===== src/rtl/console_capture.sv =====
// ---------------------------------------------------------------------------
// console_capture
//
// Captures the CPU console channel (out_byte / out_byte_en / trap) into a
// first-word-fall-through FIFO and drains it over a ready/valid stream to a
// host, UART or log sink. Also tracks how many characters were accepted,
// whether any were lost, when the run has trapped and fully drained, and
// whether the CPU has gone silent for too long (watchdog).
//
// Ports:
//   clk          system clock, all logic on the rising edge
//   resetn       asynchronous active-low reset
//   out_byte     character from the CPU
//   out_byte_en  out_byte valid this cycle
//   trap         CPU trap (level)
//   m_valid      head entry available
//   m_data       head entry (0 when the FIFO is empty)
//   m_ready      sink accepts the head entry
//   level        current FIFO occupancy
//   byte_count   characters accepted into the FIFO (wraps)
//   overflow     sticky: a character was dropped on a full FIFO
//   trap_seen    sticky: trap observed
//   done         trap seen and FIFO drained
//   wd_expired   sticky: no accepted character for TIMEOUT cycles
// ---------------------------------------------------------------------------
module console_capture #(
  parameter int DATA_W  = 11,
  parameter int DEPTH   = 16,
  parameter int CNT_W   = 32,
  parameter int TIMEOUT = 1000000
) (
  input  logic                       clk,
  input  logic                       resetn,
  input  logic [DATA_W-1:0]          out_byte,
  input  logic                       out_byte_en,
  input  logic                       trap,
  output logic                       m_valid,
  output logic [DATA_W-1:0]          m_data,
  input  logic                       m_ready,
  output logic [$clog2(DEPTH):0]     level,
  output logic [CNT_W-1:0]           byte_count,
  output logic                       overflow,
  output logic                       trap_seen,
  output logic                       done,
  output logic                       wd_expired
);

  localparam int PTR_W = $clog2(DEPTH);
  localparam int LVL_W = PTR_W + 1;

  // -------------------------------------------------------------------------
  // Run-state machine
  // -------------------------------------------------------------------------
  typedef enum logic [1:0] {
    ST_RUN   = 2'd0,
    ST_DRAIN = 2'd1,
    ST_DONE  = 2'd2,
    ST_HUNG  = 2'd3
  } state_t;

  state_t state_reg, state_next;

  // -------------------------------------------------------------------------
  // FIFO storage and bookkeeping
  // -------------------------------------------------------------------------
  logic [DATA_W-1:0] mem [DEPTH];

  logic [PTR_W-1:0] wr_ptr_reg;
  logic [PTR_W-1:0] rd_ptr_reg;
  logic [LVL_W-1:0] level_reg, level_next;
  logic [CNT_W-1:0] byte_count_reg;
  logic             overflow_reg;
  logic             trap_seen_reg;

  logic fifo_full;
  logic fifo_empty;
  logic push;
  logic pop;
  logic wr_en;
  logic drop;
  logic wd_fire;

  assign fifo_full  = (level_reg == LVL_W'(DEPTH));
  assign fifo_empty = (level_reg == '0);

  // Once the trap has been registered the CPU output is ignored entirely;
  // the character presented on the trap cycle itself still gets in.
  assign push = out_byte_en && !trap_seen_reg;
  assign pop  = m_valid && m_ready;

  // A full FIFO still accepts a write when the head leaves in the same cycle.
  assign wr_en = push && (!fifo_full || pop);
  assign drop  = push && fifo_full && !pop;

  always_comb begin
    level_next = level_reg;
    if (wr_en && !pop) begin
      level_next = level_reg + LVL_W'(1);
    end else if (pop && !wr_en) begin
      level_next = level_reg - LVL_W'(1);
    end
  end

  always_ff @(posedge clk or negedge resetn) begin
    if (!resetn) begin
      wr_ptr_reg     <= '0;
      rd_ptr_reg     <= '0;
      level_reg      <= '0;
      byte_count_reg <= '0;
      overflow_reg   <= 1'b0;
      trap_seen_reg  <= 1'b0;
    end else begin
      if (wr_en) begin
        wr_ptr_reg     <= wr_ptr_reg + PTR_W'(1);
        byte_count_reg <= byte_count_reg + CNT_W'(1);
      end
      if (pop) begin
        rd_ptr_reg <= rd_ptr_reg + PTR_W'(1);
      end
      level_reg <= level_next;
      if (drop) begin
        overflow_reg <= 1'b1;
      end
      if (trap) begin
        trap_seen_reg <= 1'b1;
      end
    end
  end

  // Storage has no reset: clearing the pointers and level is enough to
  // discard the contents, and it keeps the array mappable onto RAM.
  always_ff @(posedge clk) begin
    if (wr_en) begin
      mem[wr_ptr_reg] <= out_byte;
    end
  end

  assign m_valid    = !fifo_empty;
  assign m_data     = fifo_empty ? '0 : mem[rd_ptr_reg];
  assign level      = level_reg;
  assign byte_count = byte_count_reg;
  assign overflow   = overflow_reg;
  assign trap_seen  = trap_seen_reg;

  // -------------------------------------------------------------------------
  // Watchdog: counts cycles without an accepted character
  // -------------------------------------------------------------------------
  if (TIMEOUT > 0) begin : g_wd
    localparam int WD_W = $clog2(TIMEOUT + 1);

    logic [WD_W-1:0] wd_cnt_reg;
    logic            wd_exp_reg;
    logic            wd_clear;

    // Trap counts as "activity ended normally", so it also silences the
    // watchdog, including on the very cycle trap is first sampled.
    assign wd_clear = wr_en || trap_seen_reg || trap || wd_exp_reg;
    assign wd_fire  = !wd_clear && (wd_cnt_reg == WD_W'(TIMEOUT - 1));

    always_ff @(posedge clk or negedge resetn) begin
      if (!resetn) begin
        wd_cnt_reg <= '0;
        wd_exp_reg <= 1'b0;
      end else begin
        if (wd_clear) begin
          wd_cnt_reg <= '0;
        end else begin
          wd_cnt_reg <= wd_cnt_reg + WD_W'(1);
        end
        if (wd_fire) begin
          wd_exp_reg <= 1'b1;
        end
      end
    end

    assign wd_expired = wd_exp_reg;
  end else begin : g_no_wd
    assign wd_fire    = 1'b0;
    assign wd_expired = 1'b0;
  end

  // -------------------------------------------------------------------------
  // Run-state machine: RUN / HUNG until trap, DRAIN until empty, then DONE.
  // DONE is evaluated on the registered level, so it rises one cycle after
  // the final pop.
  // -------------------------------------------------------------------------
  always_ff @(posedge clk or negedge resetn) begin
    if (!resetn) begin
      state_reg <= ST_RUN;
    end else begin
      state_reg <= state_next;
    end
  end

  always_comb begin
    state_next = state_reg;
    case (state_reg)
      ST_RUN: begin
        if (trap) begin
          state_next = ST_DRAIN;
        end else if (wd_fire) begin
          state_next = ST_HUNG;
        end
      end
      ST_HUNG: begin
        if (trap) begin
          state_next = ST_DRAIN;
        end
      end
      ST_DRAIN: begin
        if (fifo_empty) begin
          state_next = ST_DONE;
        end
      end
      ST_DONE: begin
        state_next = ST_DONE;
      end
      default: begin
        state_next = ST_RUN;
      end
    endcase
  end

  assign done = (state_reg == ST_DONE);

endmodule


===== config.mk =====
export PLATFORM = sky130hd
export DESIGN_NAME = console_capture
export DESIGN_NICKNAME = d
export VERILOG_FILES = /design/src/rtl/console_capture.sv
export SDC_FILE = /design/constraint.sdc
export NUM_CORES = 1
export LEC_CHECK = 0
export BUFFER_PORTS_ARGS = -buffer_cell sky130_fd_sc_hd__buf_4
export CORE_ASPECT_RATIO = 0.75
export CORE_MARGIN = 10
export CORE_UTILIZATION = 40
export DETAILED_ROUTE_END_ITERATION = 8
export GPL_TIMING_DRIVEN = 0
export SETUP_SLACK_MARGIN = 0.15
export SLEW_MARGIN = 20
export SYNTH_ARGS = -nofsm -noshare
export SYNTH_HDL_FRONTEND = slang
export SYNTH_SLANG_ARGS = --single-unit

===== constraint.sdc =====
create_clock -name clk -period 3.2 [get_ports clk]
set_input_delay 0.48 -clock clk [delete_from_list [all_inputs] [get_ports clk]]
set_output_delay 0.48 -clock clk [all_outputs]
set_load 0.02 [all_outputs]

Yosys cells after proc, flatten, opt, wreduce, memory -nomap -nowiden:

Memory sizes are Yosys's and may differ from the RTL's.
Cells that the tools add are included.

* flip-flop bits (word level): 70
* bits in latches: 0
* bits in writable memories: 176
* ROM bits: 0
* bits of input ports: 16
* output and inout port bits: 53
* word-level logic and storage cells: 57
* memories: 1

Memories
* mem: words 16, width 11, rd ports 1, clocked after Yosys merged registers in 0, wr ports 1, line 66 `logic [DATA_W-1:0] mem [DEPTH];`

* add/subtract/negate cells: 6
* multiply operators: 0
* div/mod/pow operators: 0
* order comparisons: 0
* eq/ne operators: 8
* shift-type cells: 0
* multiplexer cells: 11
* bitwise logic cells: 0
* reductions and logical operators: 22

Operators with widths (count)
* 32-bit by 1-bit adder with 32-bit output, second input constant: 1
* 20-bit by 1-bit adder with 20-bit output, second input constant: 1
* 20-bit == test, second input constant: 1
* 20-bit 2-to-1 mux: 1
* 11-bit 2-to-1 mux: 1
* 5-bit 2-to-1 mux: 2
* 4-bit by 1-bit adder with 4-bit output, second input constant: 2
* 1-bit logical AND: 8
* 2-bit 2-to-1 mux: 4
* 2-bit one-hot mux with 4 select lines: 1
* 1-bit zero test: 6
* 5-bit by 1-bit adder with 5-bit output, second input constant: 1
* 5-bit == test, second input constant: 1
* 5-bit zero test: 1
* 5-bit by 1-bit subtractor with 5-bit output, second input constant: 1
* 2-bit == test, second input constant: 2
* 1-bit logical OR: 4
* 2-bit inequality test, second input constant: 2
* 3-bit inequality test, second input constant: 1
* 3-bit AND reduction: 1
* 2-bit by 1-bit == test with 1-bit output, second input constant: 1
* 2-bit zero test: 1
* 1-bit 2-to-1 mux: 2
* 2-bit nonzero test: 1

Depth between registers and ports, before layout:

Gate-level depths: netlist of the first run.

* depth after elaboration: 13
* mapped depth: 12
* depth with buffers taken out: 11

Worst setup path after synthesis of the first run:

OpenSTA, ideal clock, no wires.

* kind: flip-flop to flip-flop
* from: register level_reg[0], in the netlist level[0]
* to: register level_reg[4], in the netlist level[4]
* arrival time: 2.635 ns
* required time: 3.067 ns
* setup slack: 0.432 ns
* cell stages (with the launch flop): 13
* cell sequence: dfrtp_1 > nor4_1 > a31o_1 > inv_1 > clkbuf_1 > ha_1 > inv_1 > ha_1 > a21o_1 > a21oi_1 > xnor2_1 > nor2_1 > xor2_1

* longest elaborated chain between the ends: 8

Ends and longest elaborated chain
* start, declared: line 70 `logic [LVL_W-1:0] level_reg, level_next;`
* start signal, assigned: line 120 `level_reg <= level_next;`
* 5-bit zero test: line 84 `assign fifo_empty = (level_reg == '0);`
* 1-bit zero test: line 138 `assign m_valid = !fifo_empty;`
* 1-bit logical AND: line 89 `assign pop = m_valid && m_ready;`
* 1-bit logical OR *: line 92 `assign wr_en = push && (!fifo_full || pop);`
* 1-bit logical AND *: line 92
* named net wr_en: line 79 `logic wr_en;`
* 1-bit zero test: line 99 `end else if (pop && !wr_en) begin`
* 1-bit logical AND: line 99
* 2-bit nonzero test (no source line)

Mark *: on every way through the listed nets, which the timed path passes. The rest lies on a longest branch. The select of a mux whose other input is x is not followed.
A chain may end at the register's enable or synchronous reset.

Worst setup path in the final report of the first run:

* from: register rd_ptr_reg[0]
* to: output m_data[7]

* longest elaborated chain between the ends: 2

Ends and longest elaborated chain
* start, declared: line 69 `logic [PTR_W-1:0] rd_ptr_reg;`
* start signal, assigned: line 118 `rd_ptr_reg <= rd_ptr_reg + PTR_W'(1);`
* memory 16 x 11 bit
* 11-bit 2-to-1 mux: line 139 `assign m_data = fifo_empty ? '0 : mem[rd_ptr_reg];`
* end, declared: line 38 `output logic [DATA_W-1:0] m_data,`

No other way between the ends.

==> impl_metrics.py, run 1 <==
metrics = {
    "worst_setup_path": {
        "r2r_slack_ps": 320,
        "critPathArrivalTime_ps": 2600,
        "r2r_cells": 11,
        "crit_path_max_incr_delay_ps": 530,
        "cp_cell_sequence": "buf_12, buf_12, buf_16, mux4_2, mux4_2, and2_4, buf_6",
        "criticalPathCategory": "reg2out",
        "endpoint_kind": "output port",
        "r2r_start": "level[0]",
        "reg2reg_to": "level[4]",
        "crit_required_ps": 2720,
        "critPathMaxFanout": 7,
        "setup.worst_path.start_class": "flip-flop",
        "crit_slowest_cell": "mux4_2",
    },
    "layout": {
        "n_antenna_cell": 0,
        "nets": 734,
        "drive_gt1_frac": 0.3046,
        "final_area_mm2": 0.01225,
        "areaGrowthSynthToFinish_pct": 21.00,
        "largest_register_ff_count": 176,
    },
    "grt": {
        "grt_max_degree": 71,
        "overflow": 0,
        "grt_pass1_wl_mm": 34.40,
        "antenna_found_initial": 0,
        "first_global_vias": 5793,
        "grt_use_total": 0.1397,
    },
    "synth": {
        "avgSynthCellArea_um2": 17.21,
        "yosysWarnings": 0,
        "syn_nets": 621,
        "synth-seq-cells": 246,
        "syn_inst": 588,
        "synth_common_cells": "edfxtp_1, dfrtp_1, mux4_2",
        "async_reset_ff_frac": 0.2846,
        "synth_top_cell_by_area": "edfxtp_1",
        "synth_edf_count": 176,
        "synthFlopType": "edfxtp_1",
        "yosysSeqAreaShare": 0.6952,
        "synth_most_common_cell": "edfxtp_1",
        "synth.area.top_cells": "edfxtp_1, dfrtp_1, mux4_2, xor2_1, xnor2_1",
        "syn-cell-area_mm2": 0.01012,
        "synth_cell_types": 43,
        "synth_top_area_share": 0.5221,
    },
    "clock_network": {
        "htreeDepth": 1,
        "clk_path_buf_depth": 3,
        "ctsHoldBuffers": 0,
        "clk_latency_ps": 520,
        "cts.sinks": 246,
        "clk_pin_slew_ps": 60,
        "numCtsBuffers": 25,
        "cts_tree": "done",
        "root_buffer": "clkbuf_16",
    },
    "status": {
        "status": "finished, final reports clean",
    },
    "power": {
        "power_frac_seq": 0.387,
        "p_per_area_mw_per_mm2": 766.1,
        "p_switching_uw": 2633,
        "clockPowerShare": 0.289,
        "switching_share": 0.2806,
        "p_leak_uw": 0.004506,
        "p_comb_frac": 0.324,
        "p_int_uw": 6750,
        "peakVddDrop_v": 0.0003862,
    },
    "die": {
        "ioPinCount": 69,
        "die_y_um": 157.8,
        "initial_core_util": 0.4055,
        "die_area_mm2": 0.03213,
        "num_rows": 50,
        "die_x_um": 203.7,
        "core_mm2": 0.02496,
    },
    "timing": {
        "setup_viol": 0,
        "fmax_ghz": 0.3244,
        "fin_hold_ws_ps": 66.89,
        "rsz0062_at_grt": "true",
        "slew_viol_final": 0,
        "relSlewSlack": 0.3762,
        "fin_ws_ps": 117.6,
        "tightest_slew_ps": 935.7,
        "hold_viol": 0,
        "fin_setup_tns_ps": 0,
        "period_share": 0.9633,
        "fin_skew_ps": 10.15,
        "period_needed_ps": 3082,
    },
    "detailed_routing": {
        "ant_nets": 0,
        "vias_per_cell": 5.243,
        "drtIter0Drc": 437,
        "vias": 5542,
        "wirelength_mm": 22.36,
        "drc": 0,
        "routedWlPerCell_um": 21.16,
        "first_pass_iters": 7,
    },
    "placed_design": {
        "routabilityCongestion": 0.7716,
        "post-place-ws_ps": -196.4,
        "io_buffer_count": 68,
        "dp_hpwl_mm": 14.82,
        "placed_area_mm2": 0.01117,
    },
    "run": {
        "max_cap_violations": 0,
    },
    "hold_path": {
        "min_path_type": "in2async",
    },
}
[placed cells by master, fill, tap and decap left out, types with 9 or more instances in the layout]
cell type	count
ha_1	16
clkbuf_16	25
nand3_1	22
dfrtp_1	70
nand4_1	12
buf_6	9
edfxtp_1	176
nand2_1	28
xor2_1	30
nor2_1	28
mux4_2	55
xnor2_1	29
buf_4	76
nor2_2	12
inv_1	15
clkbuf_1	16
[cell type report]
class / count / area (um2)
fill: 2045 / 12710
sequential: 246 / 7037
multi-input combinational: 308 / 3035
timing repair buffer: 86 / 740.7
clock buffer: 38 / 694.4
tap: 338 / 422.9
buffer: 19 / 198.9
clock inverter: 7 / 62.56
inverter: 15 / 56.30
[metrics by stage]
step | power, uW | std cells | utilization
2_1_floorplan | 5340 | 588 | -
5_1_grt | 9824 | 1057 | 0.4907
3_3_place_gp | 6167 | 994 | 0.4429
3_5_place_dp | 6226 | 1002 | 0.4473
4_1_cts | 9490 | 1055 | 0.4899
6_report | 9383 | 1057 | 0.4907
[worst max-delay path: cells and delay by family (launching register included)]
| kind | cells | cell delay [ps] |
|---|---|---|
| multiplexers | 2 | 1010 |
| AND/OR/NAND/NOR | 1 | 170 |
| buffers and inverters | 4 | 510 |
| flip-flops | 1 | 390 |
[worst max-delay path by stage]
stage                        startpoint        end  slack [ps]  cells after the start
after floorplan                level[0]   level[4]         430                     12
after global placement      out_byte_en  mem[0][7]        -630                      7
after detailed placement  rd_ptr_reg[1]  m_data[4]        -200                      6
after CTS                 rd_ptr_reg[0]  m_data[3]         110                      6
after global routing      rd_ptr_reg[0]  m_data[7]          50                      7
final                     rd_ptr_reg[0]  m_data[7]         120                      7
[routing by layer]
metal,track usage,part of all wire,vias up
met5,0,0,-
met4,0.03331,0.018,0
met3,0.02757,0.066,27
met2,0.2320,0.49,166
met1,0.1859,0.43,2877
li1,-,-,2472
[power groups by stage]
stage,clock network (uW),logic (uW),registers (uW)
5_1_grt,2910,3270,3650
4_1_cts,2770,3090,3630
3_5_place_dp,0,2550,3680
6_report,2710,3040,3630
2_1_floorplan,0,1630,3710
3_3_place_gp,0,2500,3670
[timing repair]
action / 4_1_cts / 5_1_grt
pin swaps: 0 / 2
cloned: 2 / 0
setup buffers: 6 / 2
setup endpoints to repair: 13 / 13
resized for setup: 54 / 5
[kinds of logic (layout without fill, tap and decap cells)]
kind of cell,after synthesis,after routing,share of synthesized area
AOI/OAI and AO/OA,13,13,0.008034
xor gates and xnor gates,59,59,0.05105
adders and majority gates,17,17,0.02176
buffers and inverters,34,165,0.01335
DFF,246,246,0.6952
muxes,59,59,0.1266
and+or+nand+nor,160,160,0.08405
(Power assumes the default switching activity.)
==> run 2: changes to the inputs <==
--- a/config.mk
+++ b/config.mk
@@ -11,6 +11,7 @@
 export CORE_UTILIZATION = 40
 export DETAILED_ROUTE_END_ITERATION = 8
 export GPL_TIMING_DRIVEN = 0
+export PLACE_DENSITY = 0.57
 export SETUP_SLACK_MARGIN = 0.15
 export SLEW_MARGIN = 20
 export SYNTH_ARGS = -nofsm -noshare
==> impl_metrics.py, run 2 (synthesized netlist as in run 1, its figures left out) <==
metrics = {
    "status": {
        "status": "finished, final reports clean",
    },
    "timing": {
        "relSlewSlack": 0.4003,
        "slew_viol_final": 0,
        "setup_viol": 0,
        "tightest_slew_ps": 899.6,
        "period_share": 0.9711,
        "fin_skew_ps": 18.40,
        "hold_viol": 0,
        "rsz0062_at_grt": "true",
        "fmax_ghz": 0.3218,
        "period_needed_ps": 3107,
    },
    "grt": {
        "grtUsageMet1": 0.1902,
        "use_met2": 0.2227,
        "top_usage_layer": "met2",
        "overflow": 0,
        "antenna_found_initial": 0,
        "grt_use_total": 0.1384,
        "grt_pass1_wl_mm": 34.02,
        "grt_max_degree": 71,
        "gr-usage-met3": 0.02941,
        "first_global_vias": 5601,
    },
    "clock_network": {
        "cts.sinks": 246,
        "htreeDepth": 1,
        "clk_latency_ps": 530,
        "root_buffer": "clkbuf_16",
        "numCtsBuffers": 25,
        "cts_tree": "done",
        "clk_path_buf_depth": 3,
        "ctsHoldBuffers": 0,
        "clk_pin_slew_ps": 60,
    },
    "detailed_routing": {
        "wirelength_mm": 22.34,
        "drc": 0,
        "vias_per_cell": 5.198,
        "drtIter0Drc": 388,
        "ant_nets": 0,
        "routedWlPerCell_um": 21.16,
        "first_pass_iters": 5,
        "vias": 5489,
    },
    "layout": {
        "largest_register_ff_count": 176,
        "final_common_cell": "edfxtp_1",
        "nets": 733,
        "areaGrowthSynthToFinish_pct": 21.54,
        "n_antenna_cell": 0,
        "drive_gt1_frac": 0.3078,
        "final_area_mm2": 0.01230,
        "post-route-util": 0.4929,
        "layout.cells.most_common_list": "edfxtp_1, dfrtp_1, buf_4, mux4_2",
    },
    "die": {
        "initial_core_util": 0.4055,
        "num_rows": 50,
        "die_y_um": 157.8,
        "die_area_mm2": 0.03213,
        "core_mm2": 0.02496,
        "ioPinCount": 69,
        "die_x_um": 203.7,
    },
    "power": {
        "p_per_area_mw_per_mm2": 771.8,
        "p_leak_uw": 0.004526,
        "peakVddDrop_v": 0.0004824,
    },
    "run": {
        "max_cap_violations": 0,
    },
    "worst_setup_path": {
        "setup.worst_path.start_class": "flip-flop",
        "critPathArrivalTime_ps": 2630,
        "critPathMaxFanout": 7,
        "crit_required_ps": 2720,
        "endpoint_kind": "output port",
        "criticalPathCategory": "reg2out",
    },
    "placed_design": {
        "placed_area_mm2": 0.01116,
        "io_buffer_count": 68,
        "routabilityCongestion": 0.7881,
        "dp_hpwl_mm": 14.67,
    },
    "hold_path": {
        "min_path_type": "in2async",
    },
}
==> run 2: critical path, cell delays in order (launching register included) <==
cell and delay (ps):
dfrtp_2 440, buf_12 180, buf_12 130, mux4_2 530
mux4_2 520, and2_4 180, buf_6 120
==> run 2: final timing paths <==
path                       cells after the start      startpoint  slack, ps              to
max                                            6   rd_ptr_reg[0]         90       m_data[3]
min                                            1          resetn         60  byte_count[17]
max reg2reg                                   12        level[0]        380        level[4]
min reg2reg                                    1  byte_count[31]        480  byte_count[31]
max in group asynchronous                      1          resetn       2510   rd_ptr_reg[0]
min in group clk                               2            trap        190       trap_seen
==> run 2: per-layer routing <==
layer / wire length (um) / part of all wire / vias up
met2: 10740 / 0.48 / 131
met1: 9920 / 0.44 / 2853
met3: 1366 / 0.061 / 27
met4: 315 / 0.014 / 0
li1: - / - / 2478
met5: 0 / 0 / -
==> run 2: final cells by class <==
type	instances	area [um2]
fill	2086	12660
timing repair buffer	85	777.0
clock buffer	38	705.7
buffer	19	212.7
sequential	246	7038
clock inverter	7	45.04
multi-input combinational	308	3045
tap	338	422.9
inverter	15	56.30
==> run 2: where the power goes <==
part / switching, uW / total, uW / internal (uW)
Sequential: 131 / 3640 / 3510
Clock: 1160 / 2680 / 1520
Combinational: 1410 / 3170 / 1770
==> run 2: repair_timing <==
item                       4_1_cts  5_1_grt
gates cloned                     1        4
gates resized for setup         42       24
pin swaps                        0        2
setup endpoints to repair       14       13
buffers inserted                 5        1
==> run 2: per-stage QoR <==
| step | setup TNS [ps] | total power [uW] | hold WS (ps) | setup slack (ps) | instances |
|---|---|---|---|---|---|
| CTS | 0 | 9211 | 109.8 | 74.42 | 1051 |
| finish | 0 | 9496 | 58.60 | 92.51 | 1056 |
| global route | 0 | 9950 | 157.0 | 32.19 | 1056 |
| global placement | -17560 | 6166 | 457.3 | -470.6 | 994 |
| floorplan | 0 | 5340 | 184.4 | 432.1 | 588 |
| detailed placement | -1988 | 6228 | 479.2 | -222.3 | 1000 |
